==> config.mk <==
export PLATFORM = sky130hd
export DESIGN_NAME = serial_add_ctrl
export DESIGN_NICKNAME = d
export VERILOG_FILES = /design/src/rtl/serial_add_ctrl.sv
export SDC_FILE = /design/constraint.sdc
export NUM_CORES = 1
export LEC_CHECK = 0
export ABC_AREA = 1
export BUFFER_PORTS_ARGS = -buffer_cell sky130_fd_sc_hd__buf_2
export CAP_MARGIN = 0
export CORE_AREA = 2 2 151 79
export DETAILED_ROUTE_END_ITERATION = 8
export DIE_AREA = 0 0 153 81
export GPL_TIMING_DRIVEN = 0
export PLACE_DENSITY = 0.7
export SETUP_SLACK_MARGIN = 0.05
export SLEW_MARGIN = 20
export SYNTH_ARGS = -nofsm -noshare
export SYNTH_HDL_FRONTEND = slang
export SYNTH_SLANG_ARGS = --single-unit
==> constraint.sdc <==
create_clock -name clk -period 1.5 [get_ports clk]
set_input_delay 0.075 -clock clk [delete_from_list [all_inputs] [get_ports clk]]
set_output_delay 0.075 -clock clk [all_outputs]
set_load 0.01 [all_outputs]
==> src/rtl/serial_add_ctrl.sv <==
// Bit-serial add/subtract engine: one full-adder cell is stepped LSB first over WIDTH
// cycles, with a registered carry loop, between valid/ready operand and result ports.

module serial_add_fa (
  input  logic a,
  input  logic b,
  input  logic cin,
  output logic z,
  output logic cout
);
  assign z    = a ^ b ^ cin;
  assign cout = (a & b) | (cin & (a ^ b));
endmodule

module serial_add_ctrl #(
  parameter int WIDTH = 32
) (
  input  logic             clk,
  input  logic             rst_n,
  input  logic             in_valid,
  output logic             in_ready,
  input  logic             in_sub,
  input  logic [WIDTH-1:0] in_a,
  input  logic [WIDTH-1:0] in_b,
  input  logic             flush,
  output logic             out_valid,
  input  logic             out_ready,
  output logic [WIDTH-1:0] out_sum,
  output logic             out_cout,
  output logic             out_ovf,
  output logic             out_zero
);
  localparam int CW = $clog2(WIDTH);
  localparam logic [CW-1:0] LAST = CW'(WIDTH - 1);

  typedef enum logic [1:0] {IDLE, RUN, DONE} state_t;

  state_t           state;
  logic [WIDTH-1:0] a_sh;
  logic [WIDTH-1:0] b_sh;
  logic [WIDTH-1:0] sum_sh;
  logic [WIDTH-1:0] sum_next;
  logic [CW-1:0]    cnt;
  logic             carry;
  logic             z;
  logic             cout;

  serial_add_fa u_fa (
    .a    (a_sh[0]),
    .b    (b_sh[0]),
    .cin  (carry),
    .z    (z),
    .cout (cout)
  );

  // Sum bits enter at the MSB so the LSB-first result lands in place after WIDTH steps.
  assign sum_next = {z, sum_sh[WIDTH-1:1]};
  assign out_sum  = sum_sh;

  always_ff @(posedge clk or negedge rst_n) begin
    if (!rst_n) begin
      state     <= IDLE;
      in_ready  <= 1'b1;
      out_valid <= 1'b0;
      a_sh      <= '0;
      b_sh      <= '0;
      sum_sh    <= '0;
      cnt       <= '0;
      carry     <= 1'b0;
      out_cout  <= 1'b0;
      out_ovf   <= 1'b0;
      out_zero  <= 1'b0;
    end else if (flush) begin
      state     <= IDLE;
      in_ready  <= 1'b1;
      out_valid <= 1'b0;
    end else begin
      case (state)
        IDLE: begin
          if (in_valid) begin
            // Subtract is a + ~b + 1: invert B and seed the carry with 1.
            a_sh     <= in_a;
            b_sh     <= in_sub ? ~in_b : in_b;
            carry    <= in_sub;
            cnt      <= '0;
            in_ready <= 1'b0;
            state    <= RUN;
          end
        end
        RUN: begin
          sum_sh <= sum_next;
          a_sh   <= a_sh >> 1;
          b_sh   <= b_sh >> 1;
          carry  <= cout;
          cnt    <= cnt + 1'b1;
          if (cnt == LAST) begin
            out_cout  <= cout;
            out_ovf   <= carry ^ cout;
            out_zero  <= (sum_next == '0);
            out_valid <= 1'b1;
            cnt       <= '0;
            state     <= DONE;
          end
        end
        DONE: begin
          if (out_ready) begin
            out_valid <= 1'b0;
            in_ready  <= 1'b1;
            state     <= IDLE;
          end
        end
        default: begin
          out_valid <= 1'b0;
          in_ready  <= 1'b1;
          state     <= IDLE;
        end
      endcase
    end
  end
endmodule

==> summary.md <==
| Metric | Value |
|---|---|
| CP Cell Sequence | `fa_1 -> nor2_1 -> nand2_1 -> nor2_1 -> nand2_1 -> o21bai_1` |
| Final wirelength | `12700 um` |
| # DRC | `0` |
| Overflow after GRT | `0` |
| Fmax | `657 MHz` |
| Post-layout min period | `1520 ps` |
| Final hold vios | `0` |
| PwrDens | `1450 nW/um^2` |
| Utilization of the core after routing | `56.4%` |
| Reg2Reg Setup Slack | `-20 ps` |
| Global-route wire length before repair | `21600 um` |
| Max incr delay on CP | `550 ps` |
| Hold Crit Start | `in_a[22]` |
| Worst setup EP type | `flop` |
| H-tree depth | `3` |
| LEAKAGE | `0.00311 uW` |
| Final setup violation count | `1` |
| Final GP Congestion | `0.822` |
| Diode count | `0` |
| Setup slack after layout | `-21.9 ps` |
| Initial antenna violation count | `0` |
| Core ar. | `11300 sq um` |
| Register area share after synthesis | `52.5%` |
| HPWL after detailed placement | `9320 um` |
| CTS tree | `done` |
| Die height | `81 um` |
| Register bit total from synthesis | `109` |
| Die Width | `153 um` |
| Mapped Cells | `612` |
| Clock latency on the worst-skew pair | `340 ps` |
| Boundary pin count | `107` |
| Tcrit/Tclk final | `101%` |
| Avg Cell Area, Syn | `8.50 sq um` |
| Syn_nets | `685` |
| DR vias | `4533` |
| Total Power | `9260 uW` |
| Mux share of post-synthesis cell area | `0%` |
| Largest family of logic cells by synthesized area | `simple AND/OR/NAND/NOR gates` |
| Setup TNS | `-21.9 ps` |
| Gr usage total | `21.7%` |
| Critical Path RT | `1760 ps` |
| Clock Skew | `11.4 ps` |
| DR iter-0 viols | `329` |
| Placed Area | `5950 sq um` |
| YS warnings | `0` |
| Largest net degree at the start of global routing | `82` |
| CTS Buf Count | `9` |
| Adder-cell area share of the yosys netlist | `0.866%` |
| Hold Crit Depth | `3` |
| Hold Path End | `a_sh[22]$_DFFE_PN0P_` |
| Synth unique cells | `24` |
| Netlist Area Pre-Place | `5200 sq um` |
| Post-synthesis simple-gate area fraction | `17.0%` |
| Maximum vdd drop | `0.564 mV` |
| Actual slew at the worst max-slew pin | `443 ps` |
| HP Class | `input port to flop` |
| Startpoint types | `flop` |
| # port buffers | `105` |
| Pre-CTS WS | `-133 ps` |
| Synth Area in Compound Gates | `16.8%` |
| Post-route design area | `6390 sq um` |
| R2r startpoint | `a_sh[0]$_DFFE_PN0P_` |
| WL per Instance | `14.3 um` |
| WS Path Type | `flop to flop` |
| Site Rows | `28` |
| Initial Util | `46.0%` |
| FF-to-FF path depth | `6` |
| Vias in the first global route | `4369` |
| Post-route ant nets | `0` |
| Post-Synth XOR/XNOR Area | `5.39%` |
| Worst R2R End | `out_zero$_DFFE_PN0P_` |
| Synth-to-layout area growth | `22.8%` |
| Failing checks | `negative setup slack` |
| Total iterations of the first detailed-routing run | `5` |
| Nets | `809` |
| CP arrival | `1780 ps` |
| Run status | `finished, violations left` |
| CTS clk-pin slew, worst paths | `70 ps` |
| RSZ-0062 raised after global routing | `true` |
| Slew headroom | `70.4%` |
| Max Cap Viol | `0` |
| Critical Path Fanout Max | `2` |
| CP max-delay cell | `fa_1` |
| Clk buf depth | `2` |
| Layout cells sized above 1 | `25.1%` |
| CTS sink cnt | `109` |
| Fin. max-slew vios | `0` |
| Vias per Instance | `5.09` |
| CTS Root Cell | `clkbuf_16` |
| Die ar. | `12400 sq um` |
==> worst max path at each step <==
stage                         from                    to  slack [ps]  depth (start not counted)
5_1_grt         cnt[0]$_DFFE_PN0P_  out_zero$_DFFE_PN0P_        -100                          8
3_3_place_gp                 rst_n  a_sh[17]$_DFFE_PN0P_        -930                          1
4_1_cts         cnt[0]$_DFFE_PN0P_  out_zero$_DFFE_PN0P_           5                          8
3_5_place_dp    cnt[1]$_DFFE_PN0P_   out_ovf$_DFFE_PN0P_        -130                          9
6_report       a_sh[0]$_DFFE_PN0P_  out_zero$_DFFE_PN0P_         -20                          6
2_1_floorplan    carry$_DFFE_PN0P_  out_zero$_DFFE_PN0P_         130                          6
==> placed cells by master, fill, tap and decap left out, drive strengths merged <==
cell	n
xor2	27
fa	1
a22oi	3
a21oi	118
clkinv	1
nor2	85
xnor2	5
buf	143
nand2	134
dfstp	1
dlygate4sd3	2
bufinv	2
o21ai	44
o22ai	1
ha	2
dfrtp	108
inv	35
nand3	10
clkbuf	18
o21bai	1
==> where the power goes <==
group,total [uW],switching (uW),internal (uW)
clock network,2540,1030,1520
registers,4210,533,3680
logic,2500,1450,1050
total,9260,3020,6240
==> timing repair <==
item | in CTS | in global routing
endpoints found under the setup margin | 8 | 105
endpoints found under the hold margin | 30 | 0
gates resized for setup | 10 | 17
pin swaps | 11 | 8
gates cloned | 0 | 1
setup buffers | 2 | 2
hold buffers | 2 | 0
==> registers in the layout, summed over array words and instances, names as in the netlist <==
signal,cells
a_sh,32
b_sh,32
out_sum,32
cnt,5
state,2
carry,1
in_ready,1
out_cout,1
out_ovf,1
out_valid,1
out_zero,1
==> synth_stat cells (all sizes together) <==
| cell | number | area share [%] |
|---|---|---|
| xor2 | 27 | 4.5 |
| nand3 | 10 | 0.96 |
| o22ai | 1 | 0.12 |
| inv | 35 | 2.5 |
| o21bai | 1 | 0.14 |
| dfstp | 1 | 0.51 |
| nor2 | 85 | 6.3 |
| xnor2 | 5 | 0.84 |
| buf | 37 | 4.9 |
| fa | 1 | 0.39 |
| a22oi | 3 | 0.72 |
| dfrtp | 108 | 52 |
| ha | 2 | 0.48 |
| nand2 | 134 | 9.7 |
| o21ai | 44 | 4.5 |
| a21oi | 118 | 11 |
==> area by class of cell <==
class,count,area (sq um)
fill,1033,4930
sequential,109,2730
multi-input combinational,431,2130
timing repair buffer,113,614
buffer,37,272
clock buffer,13,250
tap,150,188
inverter,35,134
clock inverter,3,68.8
==> layer usage <==
metal | up-vias | wire, um | global-route usage [%]
met5 | - | 0 | 0
met1 | 2147 | 6430 | 33.3
li1 | 2216 | - | -
met2 | 161 | 5290 | 31.7
met4 | 0 | 89 | 4.54
met3 | 9 | 933 | 4.54
==> critical path: cells and delay by family, from the launching register on <==
kind            cells  cell delay, ps
flops               1             410
fa+ha+maj           1             550
simple gates        4             330
compound gates      1             150
==> cells by family (layout without fill, tap and decap cells) <==
family,Yosys count,count (layout)
xor+xnor,32,32
buf+inv,72,201
flops,109,109
fa+ha+maj,3,3
compound gates,167,167
simple gates,229,229
==> through the flow <==
stage | std cells | hold WS (ps)
finish | 891 | 14.2
global route | 891 | 20.4
CTS | 888 | 5.59
floorplan | 612 | -221
detailed placement | 868 | -27.7
global placement | 867 | 286
(Power assumes the default switching activity.)
